$ cat src/rtl/multi_axis_stepper.sv
`timescale 1ns/1ps
// ============================================================================
// multi_axis_stepper
// ----------------------------------------------------------------------------
// Purpose : N-axis unipolar stepper controller for the claw machine. Takes
//           per-axis forward/backward requests and home limit switches from
//           the PMOD pins. Steps every axis on a shared prescaled tick. Keeps
//           a position counter per axis with a forward travel ceiling. Runs a
//           homing sequence that drives every axis onto its limit switch.
//           Releases the coils once an axis has been idle for HOLD_TICKS
//           ticks.
//
// Build option:
//   HALF_STEP_EN : when defined, uses the 8-entry half-step sequence with a
//                  3-bit phase index (pos and POS_MAX count half-steps).
//                  When undefined, uses the 4-entry full-step sequence with
//                  a 2-bit phase index.
//
// Ports:
//   CLK100MHZ  in   system clock
//   reset      in   synchronous, active-high reset
//   fwd        in   [NUM_AXES]  forward request per axis (async pin, level)
//   bwd        in   [NUM_AXES]  backward / toward-home request (async pin)
//   limit      in   [NUM_AXES]  home limit switch, active-high (async pin)
//   home       in   homing request, acts on its rising edge (async pin)
//   coils      out  [4*NUM_AXES] axis a drives bits [4a+3:4a] =
//                   {coil4,coil3,coil2,coil1}
//   pos        out  [POS_WIDTH*NUM_AXES] axis a position at [POS_WIDTH*a +:]
//   moving     out  [NUM_AXES]  axis a has a qualified step direction
//   homing     out  homing sequence in progress
//   homed      out  [NUM_AXES]  axis a has been zeroed since reset
// ============================================================================
module multi_axis_stepper #(
    parameter int NUM_AXES   = 3,
    parameter int STEP_DIV   = 100000,
    parameter int POS_WIDTH  = 16,
    parameter int POS_MAX    = 4095,
    parameter int HOLD_TICKS = 8
) (
    input  logic                          CLK100MHZ,
    input  logic                          reset,
    input  logic [NUM_AXES-1:0]           fwd,
    input  logic [NUM_AXES-1:0]           bwd,
    input  logic [NUM_AXES-1:0]           limit,
    input  logic                          home,
    output logic [4*NUM_AXES-1:0]         coils,
    output logic [POS_WIDTH*NUM_AXES-1:0] pos,
    output logic [NUM_AXES-1:0]           moving,
    output logic                          homing,
    output logic [NUM_AXES-1:0]           homed
);

`ifdef HALF_STEP_EN
    localparam int PH_W = 3;
`else
    localparam int PH_W = 2;
`endif
    localparam int CNT_W  = $clog2(STEP_DIV);
    localparam int HOLD_W = $clog2(HOLD_TICKS + 1);

    localparam logic [0:0] ST_IDLE = 1'b0;
    localparam logic [0:0] ST_HOME = 1'b1;

    // The phase index width equals log2 of the sequence length. Plain
    // wrap-around arithmetic on the index therefore gives the modulo stepping.
    function automatic logic [3:0] phase_pattern(input logic [PH_W-1:0] idx);
`ifdef HALF_STEP_EN
        case (idx)
            3'd0:    return 4'b0001;
            3'd1:    return 4'b0011;
            3'd2:    return 4'b0010;
            3'd3:    return 4'b0110;
            3'd4:    return 4'b0100;
            3'd5:    return 4'b1100;
            3'd6:    return 4'b1000;
            default: return 4'b1001;
        endcase
`else
        case (idx)
            2'd0:    return 4'b0011;
            2'd1:    return 4'b0110;
            2'd2:    return 4'b1100;
            default: return 4'b1001;
        endcase
`endif
    endfunction

    // ------------------------------------------------------------------
    // Input synchronisers (two flops each) plus a delayed copy of home
    // for rising-edge detection.
    // ------------------------------------------------------------------
    logic [NUM_AXES-1:0] fwd_m, fwd_s, bwd_m, bwd_s, lim_m, lim_s;
    logic                home_m, home_s, home_d;

    // NOTE: every clocked block uses non-blocking assignments. The second
    // flop must sample the first flop's old value, not the value it is
    // being given on this same edge.
    always_ff @(posedge CLK100MHZ) begin
        if (reset) begin
            fwd_m  <= '0;
            fwd_s  <= '0;
            bwd_m  <= '0;
            bwd_s  <= '0;
            lim_m  <= '0;
            lim_s  <= '0;
            home_m <= 1'b0;
            home_s <= 1'b0;
            home_d <= 1'b0;
        end else begin
            fwd_m  <= fwd;
            fwd_s  <= fwd_m;
            bwd_m  <= bwd;
            bwd_s  <= bwd_m;
            lim_m  <= limit;
            lim_s  <= lim_m;
            home_m <= home;
            home_s <= home_m;
            home_d <= home_s;
        end
    end

    logic home_rise;
    assign home_rise = home_s & ~home_d;

    // ------------------------------------------------------------------
    // Shared step-rate prescaler
    // ------------------------------------------------------------------
    logic [CNT_W-1:0] div_cnt;
    logic             tick;

    assign tick = (div_cnt == CNT_W'(STEP_DIV - 1));

    always_ff @(posedge CLK100MHZ) begin
        if (reset)     div_cnt <= '0;
        else if (tick) div_cnt <= '0;
        else           div_cnt <= div_cnt + CNT_W'(1);
    end

    // ------------------------------------------------------------------
    // Homing FSM. A home edge seen while already homing is ignored.
    // ------------------------------------------------------------------
    logic [0:0] state;

    always_ff @(posedge CLK100MHZ) begin
        if (reset) begin
            state <= ST_IDLE;
        end else begin
            case (state)
                ST_IDLE: if (home_rise) state <= ST_HOME;
                default: if (&homed)    state <= ST_IDLE;
            endcase
        end
    end

    assign homing = (state == ST_HOME);

    // ------------------------------------------------------------------
    // Per-axis datapath
    // ------------------------------------------------------------------
    for (genvar a = 0; a < NUM_AXES; a++) begin : g_axis
        logic [POS_WIDTH-1:0] pos_r, pos_nxt;
        logic [PH_W-1:0]      phase, phase_nxt;
        logic [HOLD_W-1:0]    hold, hold_nxt;
        logic [3:0]           coil_r;
        logic                 homed_r;
        logic                 step_up, step_dn, zero_now;

        // NOTE: every signal gets a default at the top of the block. Any
        // path that leaves one unassigned would infer a latch.
        always_comb begin
            step_up   = 1'b0;
            step_dn   = 1'b0;
            zero_now  = 1'b0;
            pos_nxt   = pos_r;
            phase_nxt = phase;
            hold_nxt  = hold;

            if (state == ST_HOME) begin
                // Manual requests are ignored. An unhomed axis drives toward
                // its switch. Once the switch is seen, the axis is zeroed on
                // the next tick and then holds.
                if (!homed_r) begin
                    if (lim_s[a]) zero_now = 1'b1;
                    else          step_dn  = 1'b1;
                end
            end else begin
                step_up = fwd_s[a] & ~bwd_s[a] & (pos_r != POS_WIDTH'(POS_MAX));
                step_dn = bwd_s[a] & ~fwd_s[a] & ~lim_s[a];
            end

            if (tick) begin
                if (step_up) begin
                    phase_nxt = phase + PH_W'(1);
                    pos_nxt   = pos_r + POS_WIDTH'(1);
                    hold_nxt  = HOLD_W'(HOLD_TICKS);
                end else if (step_dn) begin
                    phase_nxt = phase - PH_W'(1);
                    pos_nxt   = pos_r - POS_WIDTH'(1);
                    hold_nxt  = HOLD_W'(HOLD_TICKS);
                end else begin
                    if (hold != '0) hold_nxt = hold - HOLD_W'(1);
                    if (zero_now)   pos_nxt  = '0;
                end
            end
        end

        // NOTE: all state, including the position counters, is cleared by
        // reset. After a reset the axis reads position 0 and counts as
        // unhomed until a new homing run.
        always_ff @(posedge CLK100MHZ) begin
            if (reset) begin
                pos_r   <= '0;
                phase   <= '0;
                hold    <= '0;
                coil_r  <= 4'b0000;
                homed_r <= 1'b0;
            end else begin
                pos_r  <= pos_nxt;
                phase  <= phase_nxt;
                hold   <= hold_nxt;
                // Coils are registered from the next-state values. They
                // therefore change on the same edge as pos.
                coil_r <= (hold_nxt != '0) ? phase_pattern(phase_nxt) : 4'b0000;
                if (state == ST_IDLE && home_rise) homed_r <= 1'b0;
                else if (tick && zero_now)         homed_r <= 1'b1;
            end
        end

        assign coils[4*a +: 4]                 = coil_r;
        assign pos[POS_WIDTH*a +: POS_WIDTH]   = pos_r;
        assign moving[a]                       = step_up | step_dn;
        assign homed[a]                        = homed_r;
    end

endmodule

$ cat config.mk
export PLATFORM = sky130hd
export DESIGN_NAME = multi_axis_stepper
export DESIGN_NICKNAME = d
export VERILOG_FILES = /design/src/rtl/multi_axis_stepper.sv
export SDC_FILE = /design/constraint.sdc
export NUM_CORES = 1
export LEC_CHECK = 0
export ABC_AREA = 1
export CORE_ASPECT_RATIO = 0.9
export CORE_MARGIN = 4
export CORE_UTILIZATION = 60
export CTS_BUF_LIST = sky130_fd_sc_hd__clkbuf_16
export CTS_CLUSTER_DIAMETER = 80
export DETAILED_ROUTE_END_ITERATION = 6
export GPL_ROUTABILITY_DRIVEN = 0
export PLACE_DENSITY = 0.95
export SETUP_SLACK_MARGIN = 0.4
export SKIP_LAST_GASP = 1
export SYNTH_ARGS = -nofsm -noshare
export SYNTH_HDL_FRONTEND = slang
export SYNTH_SLANG_ARGS = --single-unit
$ cat constraint.sdc
create_clock -name CLK100MHZ -period 3.9 [get_ports CLK100MHZ]
set_input_delay 0.585 -clock CLK100MHZ [delete_from_list [all_inputs] [get_ports CLK100MHZ]]
set_output_delay 0.585 -clock CLK100MHZ [all_outputs]
set_load 0.05 [all_outputs]
==> Yosys cells after proc, flatten, opt, wreduce, memory -nomap -nowiden <==
Cells that the tools add are included.
Widths: inputs -> output; s select.
{ "totals": {"wordCells": 164, "n_memories": 0, "input_bits": 12, "reg_bits": 120, "latch_bits": 0, "ram_bits": 0, "romBits": 0} }
{ "classes": {"n_lt_le_gt_ge": 0, "n_shift": 0, "reduce_logical": 25, "mul": 0, "eq_ne": 10, "n_div": 0, "add_sub_neg": 16, "n_bitwise": 30, "mux": 57} }
{ "op_table": {"columns": ["op", "count"], "rows": [
  ["$mux 16", 9],
  ["$add 16x1->16 const B", 3],
  ["$mux 4", 12],
  ["$ne 16x12->1 const B", 3],
  ["$sub 16x1->16 const B", 3],
  ["$pmux 4 s3", 3],
  ["$mux 1", 24],
  ["$reduce_bool 4->1", 6],
  ["$mux 2", 9],
  ["$add 17x1->17 const B", 1],
  ["$eq 17x17->1 const B", 1],
  ["$not 1->1", 14],
  ["$and 1x1->1", 13],
  ["$sub 4x1->4 const B", 3],
  ["$reduce_or 2->1", 5],
  ["$reduce_bool 3->1", 3],
  ["$add 2x1->2 const B", 3],
  ["$eq 2x1->1 const B", 3],
  ["$eq 2x2->1 const B", 3],
  ["$logic_not 2->1", 3],
  ["$reduce_and 2->1", 3],
  ["$sub 2x1->2 const B", 3],
  ["$logic_and 1x1->1", 4],
  ["$or 1x1->1", 3],
  ["$reduce_and 3->1", 1]
]} }

==> Depth between registers and ports, before layout <==
{ "logic_depth": {"ltp_word": 10, "depth_mapped": 14, "depth_no_buf": 14} }

==> Least setup slack after synthesis <==
OpenSTA, ideal clock, no wires.
{ "synth_path": {"kind": "flip-flop to flip-flop", "from": "reg g_axis[1].pos_r[1]", "to": "reg g_axis[1].coil_r[2]", "t_arrival_ns": 2.506, "t_required_ns": 3.784, "slack_ns": 1.277, "setup_time_ns": 0.116, "path_buffers": 1, "stages_incl_launch_ff": 14, "path_cell_list": "dfxtp_1 ha_1 buf_2 nand2_1 nor2_1 nand4_1 nand2_4 nand2_4 nand2_2 xor2_1 inv_1 ha_1 inv_1 nor2_1"} }
{ "synth_lines": {"columns": ["element", "line_no", "text"], "rows": [
  ["from (decl)", "161", "logic [POS_WIDTH-1:0] pos_r, pos_nxt;"],
  ["from (signal assigned)", "218", "pos_r <= pos_nxt;"],
  ["$ne 16x12->1 (*)", "187", "step_up = fwd_s[a] & ~bwd_s[a] & (pos_r != POS_WIDTH'(POS_MAX));"],
  ["$and 1x1->1 (*)", "187", null],
  ["$mux 1 (*)", "178", "if (state == ST_HOME) begin"],
  ["$mux 2 (*)", "192", "if (step_up) begin"],
  ["$mux 2 (*)", "191", "if (tick) begin"],
  ["net g_axis[1].phase_nxt[0]", "162", "logic [PH_W-1:0] phase, phase_nxt;"],
  ["$eq 2x2->1 (tied with other cells)", "79", "case (idx)"],
  ["$pmux 4 s3 (*)", "79", null],
  ["to (signal assigned)", "223", "coil_r <= (hold_nxt != '0) ? phase_pattern(phase_nxt) : 4'b0000;"],
  ["to (decl)", "164", "logic [3:0] coil_r;"]
]} }
Mark *: on every way through the listed nets, which the timed path passes. The rest lies on a longest branch.
A chain may end at the register's enable or synchronous reset.

==> Worst setup path after layout <==
{ "layout_path": {"from": "reg state (netlist: homing)", "to": "out moving[1]"} }
{ "layout_via": {"elab_chain_len": 2} }
{ "layout_lines": {"columns": ["element", "line_no", "text"], "rows": [
  ["from (decl)", "142", "logic [0:0] state;"],
  ["from (signal assigned)", "146", "state <= ST_IDLE;"],
  ["from (signal assigned)", "149", "ST_IDLE: if (home_rise) state <= ST_HOME;"],
  ["from (signal assigned)", "150", "default: if (&homed) state <= ST_IDLE;"],
  ["$mux 1", "178", null],
  ["$or 1x1->1 (*)", "231", "assign moving[a] = step_up | step_dn;"],
  ["to (decl)", "48", "output logic [NUM_AXES-1:0] moving,"]
]} }
Mark *: on every way between the ends. The rest lies on a longest branch, timed or not.

==> results.md <==
* Status: finished, violations left
* Failing checks: design-rule violations
* GRT overflow at 0
* Dominant synthesized flop cell: dfxtp_1
* Drt wl/cell at 14.0 µm
* Final Core Density at 0.717
* Fillers at around 930
* CP Class: reg -> out
* Post-DP HPWL at 13800 µm
* Largest net degree at the start of global routing at 36
* EDFF count, synth at 0
* Top cells by area, synth: dfxtp_1 31%, nand2_1 14%, nor2_1 8.9%
* Core area at 0.0126 mm²
* Syn Nets at 1229
* Die width at 128 µm
* CTS tree: done
* Iter 0 DRT Violations at 1069
* Initial antenna violation count at 0
* Synth Register Bits at between 100 and 150
* Die height at 116 µm
* Residual DRC count at 10
* Setup TNS at 0 ns
* Clock sinks at 120
* Most frequent cell after synthesis: nand2_1
* Synth area leader: dfxtp_1
* Setup slack after layout at 0.736 ns
* WP data arrival at around 2.6 ns
* Endpoint of the worst hold path: fwd_s[0]
* Max-slew violations at 0
* Via density at about 5.6
* Final min period at 3.16 ns
* First-pass GRT wire length at 33600 µm
* Final period util at 0.811
* RSZ-0062 raised after global routing: no
* Initial core utilization at 0.611
* CTS buffer count at 17
* DP Area at 0.00846 mm²
* Design Power at 3.02 mW
* Via count at 7989
* Pre-CTS setup slack at 1.24 ns
* Pleak at 4.08 nW
* Critical path capture point type: primary output
* Async SR Flop Fraction at 0
* Post-cts sizing count at 0
* Clock transition at path regs at 0.06 ns
* P per Cell Area at 333 mW/mm²
* Worst Hold Class: reg -> reg
* Final Instance Area at 0.00906 mm²
* Worst r2r path cells at 9
* IO Port Bufs at roughly 80
* Die area at 0.0147 mm²
* Reg-to-Reg End: g_axis[1].coil_r[1]
* CP cell instances: inv_2 -> nand2_1 -> o211ai_4 -> nand2_4 -> clkdlybuf4s50_1
* VDD IR max at 275 µV
* Root Driver: clkbuf_16
* Peak per-stage delay on the critical path at 0.84 ns
* Hold path depth at 2
* Hold-fix buffers, CTS at 0
* All-Layer GR Usage at 0.276
* Worst-Margin Slew at 0.745 ns
* Final WL at 20100 µm
* Clock latency on the worst-skew pair at 0.43 ns
* Worst-path fanout max at 12
* Critical path startpoint category: flop
* Final setup fails at 0
* Register area share after synthesis at 0.311
* Routed Antenna Nets at 0
* Number of distinct library cells after synthesis at 47
* Post-synthesis cell count at 1195
* Clock skew at 0.00804 ns
* Pre-antenna DRT Iters at 7
* Final hold viol count at 0
* Share of layout cells above drive strength 1 at 0.0994
* Slowest CP cell: clkdlybuf4s50_1
* Max Cap Viol at 0
* Worst reg2reg setup slack at 1.26 ns
* Share of the synthesized area in the top cell type at 0.311
* Setup bufs post-CTS at 0
* H-tree depth at 4
* Required @ worst endpoint at between 3 and 4 ns
* Rows at 39
* # IOs at 79
* Most frequent cells after synthesis: 289 x nand2_1, 184 x nor2_1, 133 x inv_1
* Diode count at 0
* R2R Path Start: homing
* Area Overhead vs Synth at 17.4%
* Max-slew headroom at 0.499
* Vias in the first global route at 7454
* Nets@finish at 1289
* Max Freq at 316 MHz
* Clock buffer depth at 2
* Synth Area per Inst at ~6.5 µm²
* Synthesized area at between 0.007 and 0.008 mm²
* Synth warn at 0
* Hold Path Origin: fwd_m[0]
==> where the power goes <==
part	switching, mW	total [mW]	internal, mW
clock network	0.609	1.61	1.00
registers	0.00884	1.25	1.24
logic	0.109	0.160	0.0510
total	0.727	3.02	2.29
==> area by class of cell <==
class | instances | area (µm²) | area share
Sequential cell | 120 | 2400 | 0.265
Multi-Input combinational cell | 877 | 4460 | 0.492
Inverter | 159 | 602 | 0.0664
Timing Repair Buffer | 80 | 791 | 0.0873
Clock inverter | 15 | 178 | 0.0196
Tap cell | 164 | 205 | 0.0226
Clock buffer | 17 | 425 | 0.0469
==> stage by stage <==
stage          hold WS, ns  cells
3_5_place_dp         0.393   1400
5_1_grt              0.421   1432
3_3_place_gp         0.390   1400
6_report             0.401   1432
4_1_cts              0.401   1432
2_1_floorplan        0.388   1195
==> cells in the final DEF (no fill, tap or decap), drive strengths merged <==
| master | netlist | layout |
|---|---|---|
| nor3 | 26 | 26 |
| nand3 | 113 | 113 |
| o22ai | 3 | 3 |
| nand4 | 18 | 18 |
| xor2 | 33 | 33 |
| o21bai | 3 | 3 |
| o21ai | 57 | 57 |
| inv | 157 | 160 |
| nor3b | 3 | 3 |
| dfxtp | 120 | 120 |
| clkbuf | 5 | 17 |
| nand2 | 316 | 316 |
| nand3b | 5 | 5 |
| nor4 | 4 | 4 |
| and3 | 1 | 1 |
| or2 | 5 | 5 |
| clkinv | 2 | 8 |
| clkdlybuf4s50 | 0 | 77 |
| ha | 22 | 22 |
| bufinv | 0 | 3 |
| o211ai | 4 | 4 |
| buf | 34 | 3 |
| clkinvlp | 0 | 3 |
| nor2 | 200 | 200 |
| a21oi | 54 | 54 |
| a31oi | 3 | 3 |
| xnor2 | 3 | 3 |
| o31ai | 3 | 3 |
| o32ai | 1 | 1 |
==> registers in the layout, summed over array words and instances, names as in the netlist <==
signal and cells:
lim_s 3, g_axis.phase 6, bwd_s 3, g_axis.hold 12, bwd_m 3, home_d 1
g_axis.coil_r 12, homing 1, div_cnt 17, g_axis.homed_r 3, lim_m 3, g_axis.pos_r 48
home_m 1, home_s 1, fwd_m 3, fwd_s 3
==> worst max path at each step <==
| stage | start | endpoint | slack, ns | depth (start not counted) |
|---|---|---|---|---|
| floorplan | g_axis[1].pos_r[1] | g_axis[1].coil_r[2] | 1.28 | 13 |
| global placement | homing | moving[1] | 1.30 | 5 |
| detailed placement | homing | moving[1] | 1.24 | 5 |
| CTS | homing | moving[1] | 0.76 | 5 |
| global route | homing | moving[1] | 0.62 | 5 |
| finish | homing | moving[1] | 0.74 | 5 |
==> logic make-up (layout without fill, tap and decap cells) <==
group,after synthesis,after routing,synth area share
xor gates and xnor gates,36,36,0.0409
and+or+nand+nor,691,691,0.407
AOI/OAI and AO/OA,128,128,0.0939
DFF,120,120,0.311
buffers and inverters,198,271,0.111
adders and majority gates,22,22,0.0357
==> per-layer routing <==
| metal | vias up | GRT usage | routed length [µm] |
|---|---|---|---|
| met5 | - | 0 | 0 |
| met4 | 0 | 0.132 | 630 |
| met3 | 72 | 0.0779 | 1680 |
| met2 | 368 | 0.449 | 9410 |
| met1 | 3626 | 0.341 | 8340 |
| li1 | 3923 | - | - |
==> worst max-delay path, delay by kind of cell, from the launching register on <==
family                 cells  cell delay, ns
buffers and inverters      2            0.99
DFF                        1            0.74
and+or+nand+nor            2            0.29
AOI/OAI and AO/OA          1            0.13
No activity file was read; power rests on OpenSTA's default activity.
